### src/rtl/lock_det_pkg.sv
// Shared defaults and types for the DPLL frequency-lock detector.
package lock_det_pkg;

  localparam int WINDOW       = 32;
  localparam int EXP_EDGES    = 8;
  localparam int TOL          = 1;
  localparam int LOCK_COUNT   = 4;
  localparam int UNLOCK_COUNT = 2;
  localparam int CNT_W        = 8;

  typedef enum logic {
    UNLOCKED,
    LOCKED
  } lock_state_t;

endpackage

### src/rtl/fb_edge_sync.sv
// Two-flop synchronizer for the feedback clock plus a rising-edge
// detector running in the clk_ref domain.
module fb_edge_sync (
  input  logic clk_ref,
  input  logic rst_n,
  input  logic clk_fb,
  output logic rise
);

  logic s1;
  logic s2;
  logic p;

  always_ff @(posedge clk_ref) begin
    if (!rst_n) begin
      s1 <= 1'b0;
      s2 <= 1'b0;
      p  <= 1'b0;
    end else begin
      s1 <= clk_fb;
      s2 <= s1;
      p  <= s2;
    end
  end

  assign rise = s2 & ~p;

endmodule

### src/rtl/lock_detector.sv
// Frequency-lock detector: counts clk_fb edges per reference window and
// tracks runs of good/bad windows to drive a registered lock flag.
module lock_detector #(
  parameter int WINDOW       = lock_det_pkg::WINDOW,
  parameter int EXP_EDGES    = lock_det_pkg::EXP_EDGES,
  parameter int TOL          = lock_det_pkg::TOL,
  parameter int LOCK_COUNT   = lock_det_pkg::LOCK_COUNT,
  parameter int UNLOCK_COUNT = lock_det_pkg::UNLOCK_COUNT,
  parameter int CNT_W        = lock_det_pkg::CNT_W
) (
  input  logic clk_ref,
  input  logic rst_n,
  input  logic clk_fb,
  output logic lock
);

  import lock_det_pkg::*;

  localparam int WC_W = $clog2(WINDOW);
  localparam int GC_W = $clog2(LOCK_COUNT + 1);
  localparam int BC_W = $clog2(UNLOCK_COUNT + 1);
  localparam int LO   = (EXP_EDGES > TOL) ? EXP_EDGES - TOL : 0;
  localparam int HI   = EXP_EDGES + TOL;

  logic              rise;
  logic [WC_W-1:0]   wc;
  logic [CNT_W-1:0]  ec;
  logic [CNT_W:0]    total;
  logic              win_end;
  logic              good;
  logic [GC_W-1:0]   good_cnt;
  logic [GC_W-1:0]   good_nxt;
  logic [BC_W-1:0]   bad_cnt;
  logic [BC_W-1:0]   bad_nxt;
  lock_state_t       state;
  lock_state_t       state_nxt;

  fb_edge_sync u_sync (
    .clk_ref (clk_ref),
    .rst_n   (rst_n),
    .clk_fb  (clk_fb),
    .rise    (rise)
  );

  // A rise in the closing cycle still belongs to the closing window.
  assign win_end = (wc == WC_W'(WINDOW - 1));
  assign total   = {1'b0, ec} + {{CNT_W{1'b0}}, rise};
  assign good    = (total >= (CNT_W+1)'(LO)) &&
                   (total <= (CNT_W+1)'(HI));

  always_comb begin
    good_nxt = '0;
    bad_nxt  = '0;
    if (good) begin
      good_nxt = (good_cnt == GC_W'(LOCK_COUNT)) ?
                 good_cnt : good_cnt + 1'b1;
    end else begin
      bad_nxt = (bad_cnt == BC_W'(UNLOCK_COUNT)) ?
                bad_cnt : bad_cnt + 1'b1;
    end
  end

  always_ff @(posedge clk_ref) begin
    if (!rst_n) begin
      wc       <= '0;
      ec       <= '0;
      good_cnt <= '0;
      bad_cnt  <= '0;
    end else begin
      wc <= win_end ? '0 : wc + 1'b1;
      if (win_end) begin
        ec       <= '0;
        good_cnt <= good_nxt;
        bad_cnt  <= bad_nxt;
      end else if (rise && (ec != '1)) begin
        ec <= ec + 1'b1;
      end
    end
  end

  always_comb begin
    state_nxt = state;
    unique case (state)
      UNLOCKED: begin
        if (win_end && (good_nxt == GC_W'(LOCK_COUNT)))
          state_nxt = LOCKED;
      end
      LOCKED: begin
        if (win_end && (bad_nxt == BC_W'(UNLOCK_COUNT)))
          state_nxt = UNLOCKED;
      end
    endcase
  end

  always_ff @(posedge clk_ref) begin
    if (!rst_n) state <= UNLOCKED;
    else        state <= state_nxt;
  end

  assign lock = (state == LOCKED);

endmodule

### config.mk
export PLATFORM = sky130hd
export DESIGN_NAME = lock_detector
export DESIGN_NICKNAME = d
export VERILOG_FILES = /design/src/rtl/lock_det_pkg.sv /design/src/rtl/fb_edge_sync.sv /design/src/rtl/lock_detector.sv
export SDC_FILE = /design/constraint.sdc
export NUM_CORES = 1
export LEC_CHECK = 0
export CAP_MARGIN = 20
export CORE_MARGIN = 5
export CORE_UTILIZATION = 55
export DETAILED_ROUTE_END_ITERATION = 12
export HOLD_SLACK_MARGIN = 0.15
export PLACE_DENSITY = 0.72
export SYNTH_ARGS = -nofsm -noshare
export SYNTH_HDL_FRONTEND = slang
export SYNTH_SLANG_ARGS = --single-unit
export TNS_END_PERCENT = 30
### constraint.sdc
create_clock -name clk_ref -period 2.88 [get_ports clk_ref]
set_clock_uncertainty 0.15 [all_clocks]
set_input_delay 0.576 -clock clk_ref [delete_from_list [all_inputs] [get_ports clk_ref]]
set_output_delay 0.576 -clock clk_ref [all_outputs]
set_load 0.01 [all_outputs]
==> summary.txt <==
Synthesis
  – Yosys top cell area share: 0.3924
  – Ys flop type: dfxtp_1
  – Top post-synthesis cells by area: dfxtp_1 39%, ha_1 8.9%, nor2_1 4.7%
  – Count of different cell masters after synthesis: 37
  – Syn Area/Cell: roughly 9.1 µm²
  – Synth area leader: dfxtp_1
  – Yosys reg bits: 22
  – Post-synth EDFFs: 0
  – Syn. warnings: 0
  – Sequential fraction of the synthesis area: 0.3924
  – Most common cell in the netlist: dfxtp_1
  – Syn nets: 134
  – Most frequent cells after synthesis: 22 x dfxtp_1, 14 x nor2_1, 9 x inv_1, 8 x ha_1, 8 x nand2_1
  – Synthesized area: 1122 µm²
  – Synthesized instance count: about 120
  – Synth async-reset ratio: 0

Timing
  – RSZ-0062 raised after global routing: false
  – Hold_ws: ~0.30 ns
  – Final period util: 0.8546
  – Tmin final: roughly 2.5 ns
  – Relative slew slack: 0.6741
  – Setup-failing EPs final: 0
  – Fin. Hold Viols: 0
  – Maximum clock rate: 0.4063 GHz
  – Setup TNS: 0 ns
  – Worst slew pin tran: ~0.49 ns
  – Final slew viol count: 0
  – Setup ws final: 0.4188 ns

Placement
  – Routability-driven placement congestion ratio: between 0.7 and 0.8
  – DP Wirelength: between 1000 and 1500 µm
  – # placed instances: roughly 150
  – Dpl cell area: ~1200 µm²
  – # port buffers: 3
  – Dpl ws: about 0.45 ns

Floorplanning
  – I/O pin count: 4
  – Die ar.: 3044 µm²
  – Rows: 16
  – Die Y: between 50 and 60 µm
  – Chip width: approximately 55 µm
  – Core area: between 1500 and 2000 µm²
  – Starting density of the core: 0.5721

Setup path
  – CP Data Required Time: ~3.0 ns
  – CP most frequent cell: ha_1
  – Delay-heaviest family, CP: compound AO/OA/AOI/OAI gates
  – Critical path arrival: between 2 and 3 ns
  – Slowest cell on crit path: or3b_1
  – Cell Chain, Critical Path: nand2b_1 -> inv_1 -> ha_1 -> ha_1 -> or3b_1 -> a21oi_2 -> o311ai_4 -> o31a_1 -> a21oi_1
  – Critical-path maximum fanout: 7
  – Critical path type: reg2reg
  – Buf/Inv on CP: 1
  – Slowest stage delay, CP: about 0.37 ns
  – Crit end category: flip-flop
  – Worst setup SP type: flip-flop

Finish
  – Ant. Diodes: 0
  – Fin cells: about 150
  – Design Area, Final: approximately 1200 µm²
  – Filler Cell Count: approximately 190
  – P&R area growth vs syn: 8.250%
  – Final #Nets: between 100 and 150
  – Fraction of layout cells with a size suffix above 1: 0.08000
  – Final core utilization: 0.6193

Route
  – Vias: just over 800
  – WL per Instance: about 12 µm
  – Avg Vias per Cell: 5.362
  – DR iter-0 viols: 10
  – Drt pass-1 iters: 4
  – Detail Route Antenna Nets: 0
  – DRC errors left: 0
  – WL final: 1856 µm

Clocking
  – CTS buffer count: 3
  – CTS HTree Levels: 1
  – Clock transition at the registers of the reported paths: roughly 0.12 ns
  – Post-CTS sizing: 0
  – Bufs on Longest Clock Path: 2
  – # hold bufs at CTS: 0
  – Number of clock sinks: 22
  – Setup Buffers After CTS: 0
  – Clk Latency, worst-skew pair: 0.31 ns
  – Root Buffer: clkbuf_4
  – CTS tree: yes

GRT
  – Grt total ovfl: 0
  – Largest net degree at the start of global routing: 15
  – Vias in the first global route: between 700 and 800
  – First-pass GRT wire length: 3387 µm
  – Initial antenna violation count: 0
  – GRT Total Usage: 0.1615

Power and ir drop
  – Sw Ratio: 0.1934
  – Internal: around 0.46 mW
  – Power per cell area: between 400 and 500 nW/µm²
  – Logic pwr share: 0.040
  – Net switching power: 0.1106 mW
  – Seq pwr share: 0.551
  – VDD IR max: 0.3001 mV
  – Total power: 0.5719 mW
  – Lkg Pwr: ~0.48 nW
  – Clock share of power: 0.409

Status
  – Status: finished, final reports clean

Hold path
  – Hold Crit Class: reg2reg

Run
  – Max Cap Viol: 0
cell type report:
cell class	count	area (µm²)	share of cell area
Clock inverter	1	30.03	0.02472
Inverter	9	33.78	0.02781
Sequential cell	22	440.4	0.3625
Multi-Input combinational cell	87	624.3	0.5139
Clock buffer	3	22.52	0.01854
Tap cell	27	33.78	0.02781
Timing Repair Buffer	3	30.03	0.02472
cells in the final DEF, fill, tap and decap left out, types with 4 or more instances in the layout:
cell type / synthesis / routed
nand2_1: 8 / 8
xor2_1: 6 / 6
nand4_1: 5 / 5
nand3_1: 4 / 4
nor2_1: 14 / 14
and2_1: 4 / 4
ha_1: 8 / 8
dfxtp_1: 22 / 22
nand3b_1: 4 / 4
inv_1: 9 / 9
layer usage:
metal  vias to the layer above  track usage  wire length, µm
met5                         -            0                0
met4                         0      0.09717               53
met3                         4      0.03217               55
met2                        10       0.2618              842
met1                       366       0.1960              905
li1                        435            -                -
cells by family (layout without fill, tap and decap cells):
logic type | Yosys count | count (layout) | share of synthesized area
mux | 1 | 1 | 0.008919
simple gates | 53 | 53 | 0.2564
xor+xnor | 9 | 9 | 0.07024
buf+inv | 14 | 16 | 0.05128
fa+ha+maj | 8 | 8 | 0.08919
compound gates | 16 | 16 | 0.1316
flops | 22 | 22 | 0.3924
state kept, by name (all words and copies together), names as in the netlist:
register	count
bad_cnt	2
lock	1
wc	5
ec	8
u_sync.p	1
u_sync.s2	1
u_sync.s1	1
good_cnt	3
power groups by stage:
| stage | sequential [mW] | clock [mW] | combinational [mW] |
|---|---|---|---|
| 2_1_floorplan | 0.321 | 0 | 0.0167 |
| 3_3_place_gp | 0.322 | 0 | 0.0220 |
| 3_5_place_dp | 0.322 | 0 | 0.0230 |
| 4_1_cts | 0.315 | 0.245 | 0.0233 |
| 5_1_grt | 0.317 | 0.259 | 0.0262 |
| 6_report | 0.315 | 0.234 | 0.0228 |
path summary, 6_finish.rpt:
path	startpoint	to	slack [ns]	cells past startpoint
worst min-delay path	wc[0]$_SDFF_PP0_	wc[0]$_SDFF_PP0_	0.30	1
worst max register to register	u_sync.p$_SDFF_PN0_	lock$_SDFF_PN0_	0.42	9
worst min register to register	wc[0]$_SDFF_PP0_	wc[0]$_SDFF_PP0_	0.30	1
worst max-delay path	u_sync.p$_SDFF_PN0_	lock$_SDFF_PN0_	0.42	9
Power figures use the tool's default switching activity.
